$ cat src/rtl/lut_neuron_bank_pkg.sv
// Shared types and helpers for the runtime-loadable LUT neuron bank.
package lut_bank_pkg;

  // Bank lifecycle: no table yet, load session in progress, serving lookups.
  typedef enum logic [1:0] {
    UNLOADED = 2'd0,
    LOADING  = 2'd1,
    READY    = 2'd2
  } state_t;

  // Bit offset of neuron n's slice inside a packed per-neuron vector.
  function automatic int sliceOffset(input int neuron, input int width);
    return neuron * width;
  endfunction

endpackage

$ cat src/rtl/lut_neuron_bank_if.sv
// Config, input-stream and output-stream signals of the LUT neuron bank.
interface lut_neuron_bank_if #(
  parameter int FAN_IN   = 6,
  parameter int OUT_BITS = 1,
  parameter int NEURONS  = 4,
  parameter int NIDX_W   = (NEURONS > 1) ? $clog2(NEURONS) : 1
);

  logic                         cfg_valid;
  logic                         cfg_ready;
  logic [NIDX_W-1:0]            cfg_neuron;
  logic [FAN_IN-1:0]            cfg_addr;
  logic [OUT_BITS-1:0]          cfg_data;
  logic                         cfg_last;

  logic                         in_valid;
  logic                         in_ready;
  logic [NEURONS*FAN_IN-1:0]    in_data;

  logic                         out_valid;
  logic                         out_ready;
  logic [NEURONS*OUT_BITS-1:0]  out_data;

  logic                         loaded;
  logic                         cfg_err;

  // Upstream side: drives config writes and input vectors, consumes results.
  modport master (
    output cfg_valid, cfg_neuron, cfg_addr, cfg_data, cfg_last,
    output in_valid, in_data, out_ready,
    input  cfg_ready, in_ready, out_valid, out_data, loaded, cfg_err
  );

  // The neuron bank itself.
  modport slave (
    input  cfg_valid, cfg_neuron, cfg_addr, cfg_data, cfg_last,
    input  in_valid, in_data, out_ready,
    output cfg_ready, in_ready, out_valid, out_data, loaded, cfg_err
  );

endinterface

$ cat src/rtl/lut_neuron_ram.sv
// One neuron's truth table: 2**FAN_IN x OUT_BITS distributed RAM,
// synchronous write, asynchronous read. Contents are deliberately not reset.
module lut_neuron_ram #(
  parameter int FAN_IN   = 6,
  parameter int OUT_BITS = 1
) (
  input  logic                clk,
  input  logic                i_we,
  input  logic [FAN_IN-1:0]   i_waddr,
  input  logic [OUT_BITS-1:0] i_wdata,
  input  logic [FAN_IN-1:0]   i_raddr,
  output logic [OUT_BITS-1:0] o_rdata
);

  logic [OUT_BITS-1:0] r_mem [2**FAN_IN];

  // Table entry update on an accepted config write.
  always_ff @(posedge clk) begin
    if (i_we) begin
      r_mem[i_waddr] <= i_wdata;
    end
  end

  assign o_rdata = r_mem[i_raddr];

endmodule

$ cat src/rtl/lut_neuron_bank.sv
// Bank of NEURONS runtime-loadable LUT neurons with a config port and a
// single registered valid/ready inference stage.
module lut_neuron_bank
  import lut_bank_pkg::*;
#(
  parameter int FAN_IN   = 6,
  parameter int OUT_BITS = 1,
  parameter int NEURONS  = 4,
  parameter int NIDX_W   = (NEURONS > 1) ? $clog2(NEURONS) : 1
) (
  input logic              clk,
  input logic              rst,
  lut_neuron_bank_if.slave bus
);

  localparam logic [NIDX_W:0] NEURON_LIMIT = (NIDX_W + 1)'(NEURONS);

  state_t                         r_state;
  state_t                         w_nextState;
  logic                           r_outValid;
  logic [NEURONS*OUT_BITS-1:0]    r_outData;
  logic                           r_loaded;
  logic                           r_cfgErr;
  logic [NEURONS*OUT_BITS-1:0]    w_lookup;
  logic                           w_cfgReady;
  logic                           w_inReady;
  logic                           w_cfgFire;
  logic                           w_inFire;
  logic                           w_badIdx;

  assign w_badIdx = ({1'b0, bus.cfg_neuron} >= NEURON_LIMIT);

  // Handshake readiness and next state; inference wins over config in READY.
  always_comb begin
    w_nextState = r_state;
    w_cfgReady  = 1'b0;
    w_inReady   = 1'b0;
    if (!rst) begin
      case (r_state)
        UNLOADED, LOADING: begin
          w_cfgReady = 1'b1;
        end
        READY: begin
          w_inReady  = !r_outValid || bus.out_ready;
          w_cfgReady = !r_outValid && !bus.in_valid;
        end
        default: begin
          w_nextState = UNLOADED;
        end
      endcase
    end
    w_cfgFire = bus.cfg_valid && w_cfgReady;
    w_inFire  = bus.in_valid && w_inReady;
    if (w_cfgFire) begin
      w_nextState = bus.cfg_last ? READY : LOADING;
    end
  end

  // State register.
  always_ff @(posedge clk) begin
    if (rst) begin
      r_state <= UNLOADED;
    end else begin
      r_state <= w_nextState;
    end
  end

  // Sticky status: a load session has completed, an out-of-range write was seen.
  always_ff @(posedge clk) begin
    if (rst) begin
      r_loaded <= 1'b0;
      r_cfgErr <= 1'b0;
    end else begin
      if (w_cfgFire && bus.cfg_last) begin
        r_loaded <= 1'b1;
      end
      if (w_cfgFire && w_badIdx) begin
        r_cfgErr <= 1'b1;
      end
    end
  end

  // Output stage: reload on accepted input, clear when consumed, else hold.
  always_ff @(posedge clk) begin
    if (rst) begin
      r_outValid <= 1'b0;
      r_outData  <= '0;
    end else if (w_inFire) begin
      r_outValid <= 1'b1;
      r_outData  <= w_lookup;
    end else if (bus.out_ready) begin
      r_outValid <= 1'b0;
    end
  end

  for (genvar n = 0; n < NEURONS; n++) begin : g_neuron
    logic w_we;
    assign w_we = w_cfgFire && (bus.cfg_neuron == NIDX_W'(n));
    lut_neuron_ram #(
      .FAN_IN   (FAN_IN),
      .OUT_BITS (OUT_BITS)
    ) u_ram (
      .clk     (clk),
      .i_we    (w_we),
      .i_waddr (bus.cfg_addr),
      .i_wdata (bus.cfg_data),
      .i_raddr (bus.in_data[sliceOffset(n, FAN_IN) +: FAN_IN]),
      .o_rdata (w_lookup[sliceOffset(n, OUT_BITS) +: OUT_BITS])
    );
  end

  assign bus.cfg_ready = w_cfgReady;
  assign bus.in_ready  = w_inReady;
  assign bus.out_valid = r_outValid;
  assign bus.out_data  = r_outData;
  assign bus.loaded    = r_loaded;
  assign bus.cfg_err   = r_cfgErr;

endmodule

$ cat src/flat_wrapper.sv
// flat-port wrapper written by rule: the top's interface ports become plain ports
module lut_neuron_bank_flat import lut_bank_pkg::*;
#(
  parameter int FAN_IN   = 6,
  parameter int OUT_BITS = 1,
  parameter int NEURONS  = 4,
  parameter int NIDX_W   = (NEURONS > 1) ? $clog2(NEURONS) : 1
)
  (clk, rst, bus_cfg_valid, bus_cfg_neuron, bus_cfg_addr, bus_cfg_data, bus_cfg_last, bus_in_valid, bus_in_data, bus_out_ready, bus_cfg_ready, bus_in_ready, bus_out_valid, bus_out_data, bus_loaded, bus_cfg_err);
  lut_neuron_bank_if #(.FAN_IN(FAN_IN), .OUT_BITS(OUT_BITS), .NEURONS(NEURONS), .NIDX_W(NIDX_W)) bus_i ();
  input logic clk;
  input logic rst;
  input wire logic [$bits(bus_i.cfg_valid)-1:0] bus_cfg_valid;
  input wire logic [$bits(bus_i.cfg_neuron)-1:0] bus_cfg_neuron;
  input wire logic [$bits(bus_i.cfg_addr)-1:0] bus_cfg_addr;
  input wire logic [$bits(bus_i.cfg_data)-1:0] bus_cfg_data;
  input wire logic [$bits(bus_i.cfg_last)-1:0] bus_cfg_last;
  input wire logic [$bits(bus_i.in_valid)-1:0] bus_in_valid;
  input wire logic [$bits(bus_i.in_data)-1:0] bus_in_data;
  input wire logic [$bits(bus_i.out_ready)-1:0] bus_out_ready;
  output wire logic [$bits(bus_i.cfg_ready)-1:0] bus_cfg_ready;
  output wire logic [$bits(bus_i.in_ready)-1:0] bus_in_ready;
  output wire logic [$bits(bus_i.out_valid)-1:0] bus_out_valid;
  output wire logic [$bits(bus_i.out_data)-1:0] bus_out_data;
  output wire logic [$bits(bus_i.loaded)-1:0] bus_loaded;
  output wire logic [$bits(bus_i.cfg_err)-1:0] bus_cfg_err;
  assign bus_i.cfg_valid = bus_cfg_valid;
  assign bus_i.cfg_neuron = bus_cfg_neuron;
  assign bus_i.cfg_addr = bus_cfg_addr;
  assign bus_i.cfg_data = bus_cfg_data;
  assign bus_i.cfg_last = bus_cfg_last;
  assign bus_i.in_valid = bus_in_valid;
  assign bus_i.in_data = bus_in_data;
  assign bus_i.out_ready = bus_out_ready;
  assign bus_cfg_ready = bus_i.cfg_ready;
  assign bus_in_ready = bus_i.in_ready;
  assign bus_out_valid = bus_i.out_valid;
  assign bus_out_data = bus_i.out_data;
  assign bus_loaded = bus_i.loaded;
  assign bus_cfg_err = bus_i.cfg_err;
  lut_neuron_bank #(.FAN_IN(FAN_IN), .OUT_BITS(OUT_BITS), .NEURONS(NEURONS), .NIDX_W(NIDX_W)) u_core (.clk(clk), .rst(rst), .bus(bus_i));
endmodule
$ cat config.mk
export PLATFORM = sky130hd
export DESIGN_NAME = lut_neuron_bank_flat
export DESIGN_NICKNAME = d
export VERILOG_FILES = /design/src/rtl/lut_neuron_bank_pkg.sv /design/src/rtl/lut_neuron_bank_if.sv /design/src/rtl/lut_neuron_ram.sv /design/src/rtl/lut_neuron_bank.sv /design/src/flat_wrapper.sv
export SDC_FILE = /design/constraint.sdc
export NUM_CORES = 1
export LEC_CHECK = 0
export BUFFER_PORTS_ARGS = -buffer_cell sky130_fd_sc_hd__buf_2
export CAP_MARGIN = 20
export CORE_MARGIN = 1.5
export CORE_UTILIZATION = 40
export DETAILED_ROUTE_END_ITERATION = 8
export GPL_TIMING_DRIVEN = 0
export MAX_ROUTING_LAYER = met4
export PLACE_DENSITY_LB_ADDON = 0.3
export SKIP_LAST_GASP = 1
export SLEW_MARGIN = 30
export SYNTH_ARGS = -nofsm -noshare
export SYNTH_HDL_FRONTEND = slang
export SYNTH_HIERARCHICAL = 1
export SYNTH_SLANG_ARGS = --single-unit
$ cat constraint.sdc
create_clock -name clk -period 2.7 [get_ports clk]
set_input_delay 0.27 -clock clk [delete_from_list [all_inputs] [get_ports clk]]
set_output_delay 0.27 -clock clk [all_outputs]
set_load 0.01 [all_outputs]
==> out/results.ini <==
[run_status]
outcome = finished, final reports clean

[grt]
grt_antenna_before_repair = 5
grt_max_degree = 131
gr-total-overflow = 0
grt_pass1_wl_mm = 40.8
grt_pass1_vias = 7212
grt_usage_pct = 17.8

[critical_path]
worstSetupStartpointType = flop
cp_max_fo = 7
critPathKind = reg2reg
required_ns = 2.94
cp-end-kind = flop
r2r_slack_ns = 0.17
arrival_ns = 2.77

[cts]
h-tree-depth = 1
clk_latency_ns = 0.54
postCtsHoldBufs = 0
cts-root-buf = clkbuf_16
numCtsBuffers = 28
clockBufferDepth = 3
clock-sinks = 264
clk_pin_slew_ns = 0.06
cts_tree = built

[timing]
tightest_slew_ns = 0.742
slew_violations = 0
rsz0062_at_grt = yes
finalCriticalPeriod_ns = 2.53
timing.fmax_ghz = 0.395
finalHoldViolations = 0
fin_crit_sh_pct = 93.7
fin_tns_setup_ns = 0
final-setup-viol-count = 0
relSlewSlack_pct = 50.5
layout_setup_ws_ns = 0.170
fin_skew_ns = 0.00982

[detailed_routing]
dr.pass1.iters = 5
num_vias = 7264
drcViolationCount = 0
avgViaCountPerCell = 5.42
wl_mm = 26.3
drtIter0Drc = 541
final_antenna_net_count = 0
routed_wire_length_per_instance_um = 19.6

[synth]
ys_warn_count = 6
syn-num-nets = 899
synth.distinct_cells = 38
yosysSeqAreaShare_pct = 65.3
postSynthAreaPerCell_um2 = 14.0
synthCells = 860
ys_ff_latch = 264
synth_area_um2 = 12000

[finish]
fillCellCount = 2614
area_delta_synth_final_pct = 14.4
multi_input_area_um2 = 3960
fin_area_um2 = 13700
final_cells = 1341
register_area_um2 = 7850
nNetsFinal = 963
drive_above_1_share_pct = 15.0

[place]
hpwl_mm = 16.5
gp_congestion = 0.776
numPortBuffers = 33
dp.cells = 1284
place_area_um2 = 12700
post-place-ws_ns = -0.00138

[power_and_ir_drop]
vdd_drop_max_uv = 518
power.total_uw = 9080
cellLeakagePower_uw = 0.00421
power.density_nw_per_um2 = 661

[flow_run]
drv_cap = 0

[floorplanning]
dieArea_um2 = 31100
die_w_um = 176
start_util_pct = 40.6
core_area_um2 = 29600
die_y_um = 176
num_rows = 63
pin_count = 48

[worst_hold_path]
hold_class = in2reg

## cell families (layout without fill, tap and decap cells)
group | count (synthesis) | count (layout) | share of synthesized area, %
other cells | 1 | 6 | 0.0312
compound gates | 38 | 38 | 2.33
mux | 68 | 68 | 13.6
buf+inv | 53 | 139 | 1.99
flops | 264 | 264 | 65.3
simple gates | 436 | 436 | 16.7
## cells in the mapped netlist
library cell	number	area, µm²
a22oi_1	8	60.1
dfxtp_1	8	160
or3b_2	4	35.0
a2111oi_0	1	8.76
mux4_2	40	901
nand4_1	12	75.1
buf_6	4	45.0
and4b_1	1	10.0
nand4b_1	4	35.0
o31ai_1	1	7.51
nand2_1	30	113
a31o_1	4	35.0
a21oi_1	10	50.1
nand3b_1	16	120
mux4_1	28	736
and2b_1	4	30.0
clkbuf_1	40	150
conb_1	1	3.75
or2_0	4	25.0
buf_4	1	7.51
a32o_1	4	40.0
a41oi_1	4	35.0
edfxtp_1	256	7690
inv_1	1	3.75
a21boi_0	4	30.0
o211ai_1	1	7.51
inv_2	2	7.51
nor3_1	9	45.0
nand2b_1	15	93.8
nor2b_1	21	131
nor2_1	271	1020
o22ai_1	1	6.26
buf_2	5	25.0
nor4b_2	2	30.0
nand3_1	37	185
nor4_4	1	21.3
or3_1	4	25.0
and4bb_1	1	12.5
## placed cells by master (no fill, tap or decap), types with 2 or more instances in the layout
| cell type | instances |
|---|---|
| a41oi_1 | 4 |
| a21oi_1 | 10 |
| inv_2 | 2 |
| mux4_2 | 40 |
| clkbuf_1 | 48 |
| buf_2 | 37 |
| and2b_1 | 4 |
| nand4_1 | 12 |
| nor2_1 | 270 |
| bufinv_16 | 4 |
| mux4_1 | 28 |
| nand2_1 | 29 |
| clkbuf_16 | 29 |
| clkinv_2 | 3 |
| nor3_1 | 8 |
| or2_0 | 4 |
| a22oi_1 | 8 |
| nand3_2 | 2 |
| a32o_1 | 4 |
| nand3_1 | 35 |
| diode_2 | 5 |
| or3_1 | 4 |
| buf_6 | 4 |
| a31o_1 | 4 |
| dfxtp_1 | 8 |
| nand3b_1 | 16 |
| or3b_2 | 4 |
| nor2b_1 | 21 |
| clkbuf_8 | 7 |
| a21boi_0 | 4 |
| nand4b_1 | 4 |
| edfxtp_1 | 256 |
| nand2b_1 | 14 |
## area by class of cell
| type | count | area share (%) |
|---|---|---|
| diodes | 5 | 0.0911 |
| clock inverters | 8 | 1.01 |
| repair buffers | 34 | 1.48 |
| inverters | 3 | 0.0820 |
| multi-input cells | 543 | 28.8 |
| clock buffers | 44 | 6.20 |
| well taps | 390 | 3.55 |
| flip-flops and latches | 264 | 57.1 |
| plain buffers | 50 | 1.66 |
## stage by stage
stage          util (%)  hold WS [ns]
2_1_floorplan         -         0.369
3_3_place_gp       42.8         0.554
3_5_place_dp       43.0         0.559
4_1_cts            46.3        0.0433
5_1_grt            46.5        0.0621
6_report           46.5        0.0734
## power breakdown
group	switching (µW)	total (µW)	internal, µW
clock	1530	4060	2530
combinational	320	515	195
sequential	8.35	4510	4500
## worst paths after layout
path	start	endpoint	depth (start not counted)
min reg2reg	u_core/r_state[1]$_SDFFE_PP0P_	u_core/r_state[1]$_SDFFE_PP0P_	1
max	u_core/r_state[0]$_SDFFE_PP0P_	u_core/g_neuron[1].u_ram/r_mem[58]$_DFFE_PP_	7
max reg2reg	u_core/r_state[0]$_SDFFE_PP0P_	u_core/g_neuron[1].u_ram/r_mem[58]$_DFFE_PP_	7
min	bus_cfg_last	u_core/bus.loaded$_SDFFE_PP0P_	3
## sequential cells by signal, indices dropped and copies added (netlist names)
register	cells
u_core/r_state	2
u_core/bus.loaded	1
u_core/bus.out_valid	1
u_core/g_neuron.u_ram/r_mem	256
u_core/bus.out_data	4
## per-layer routing
| layer | vias up | part of all wire (%) | GRT usage, % |
|---|---|---|---|
| met3 | 41 | 7.0 | 4.26 |
| met2 | 190 | 48 | 28.0 |
| met5 | - | 0 | - |
| met1 | 3652 | 44 | 23.1 |
| met4 | 0 | 1.9 | 4.99 |
| li1 | 3381 | - | - |
## what timing repair did
| action | 4_1_cts | 5_1_grt |
|---|---|---|
| endpoints found under the setup margin | 0 | 109 |
| setup buffers | 0 | 0 |
| resized for setup | 0 | 7 |
## worst max-delay path, stage by stage (launching register included)
cell,delay [ns]
dfxtp_1,0.37
o31ai_1,0.29
nand2b_2,0.20
inv_2,0.09
and4b_1,0.37
nor2b_1,0.32
nand2_1,0.36
nor2_1,0.22
Note: power is estimated with default switching activity, not from simulation.
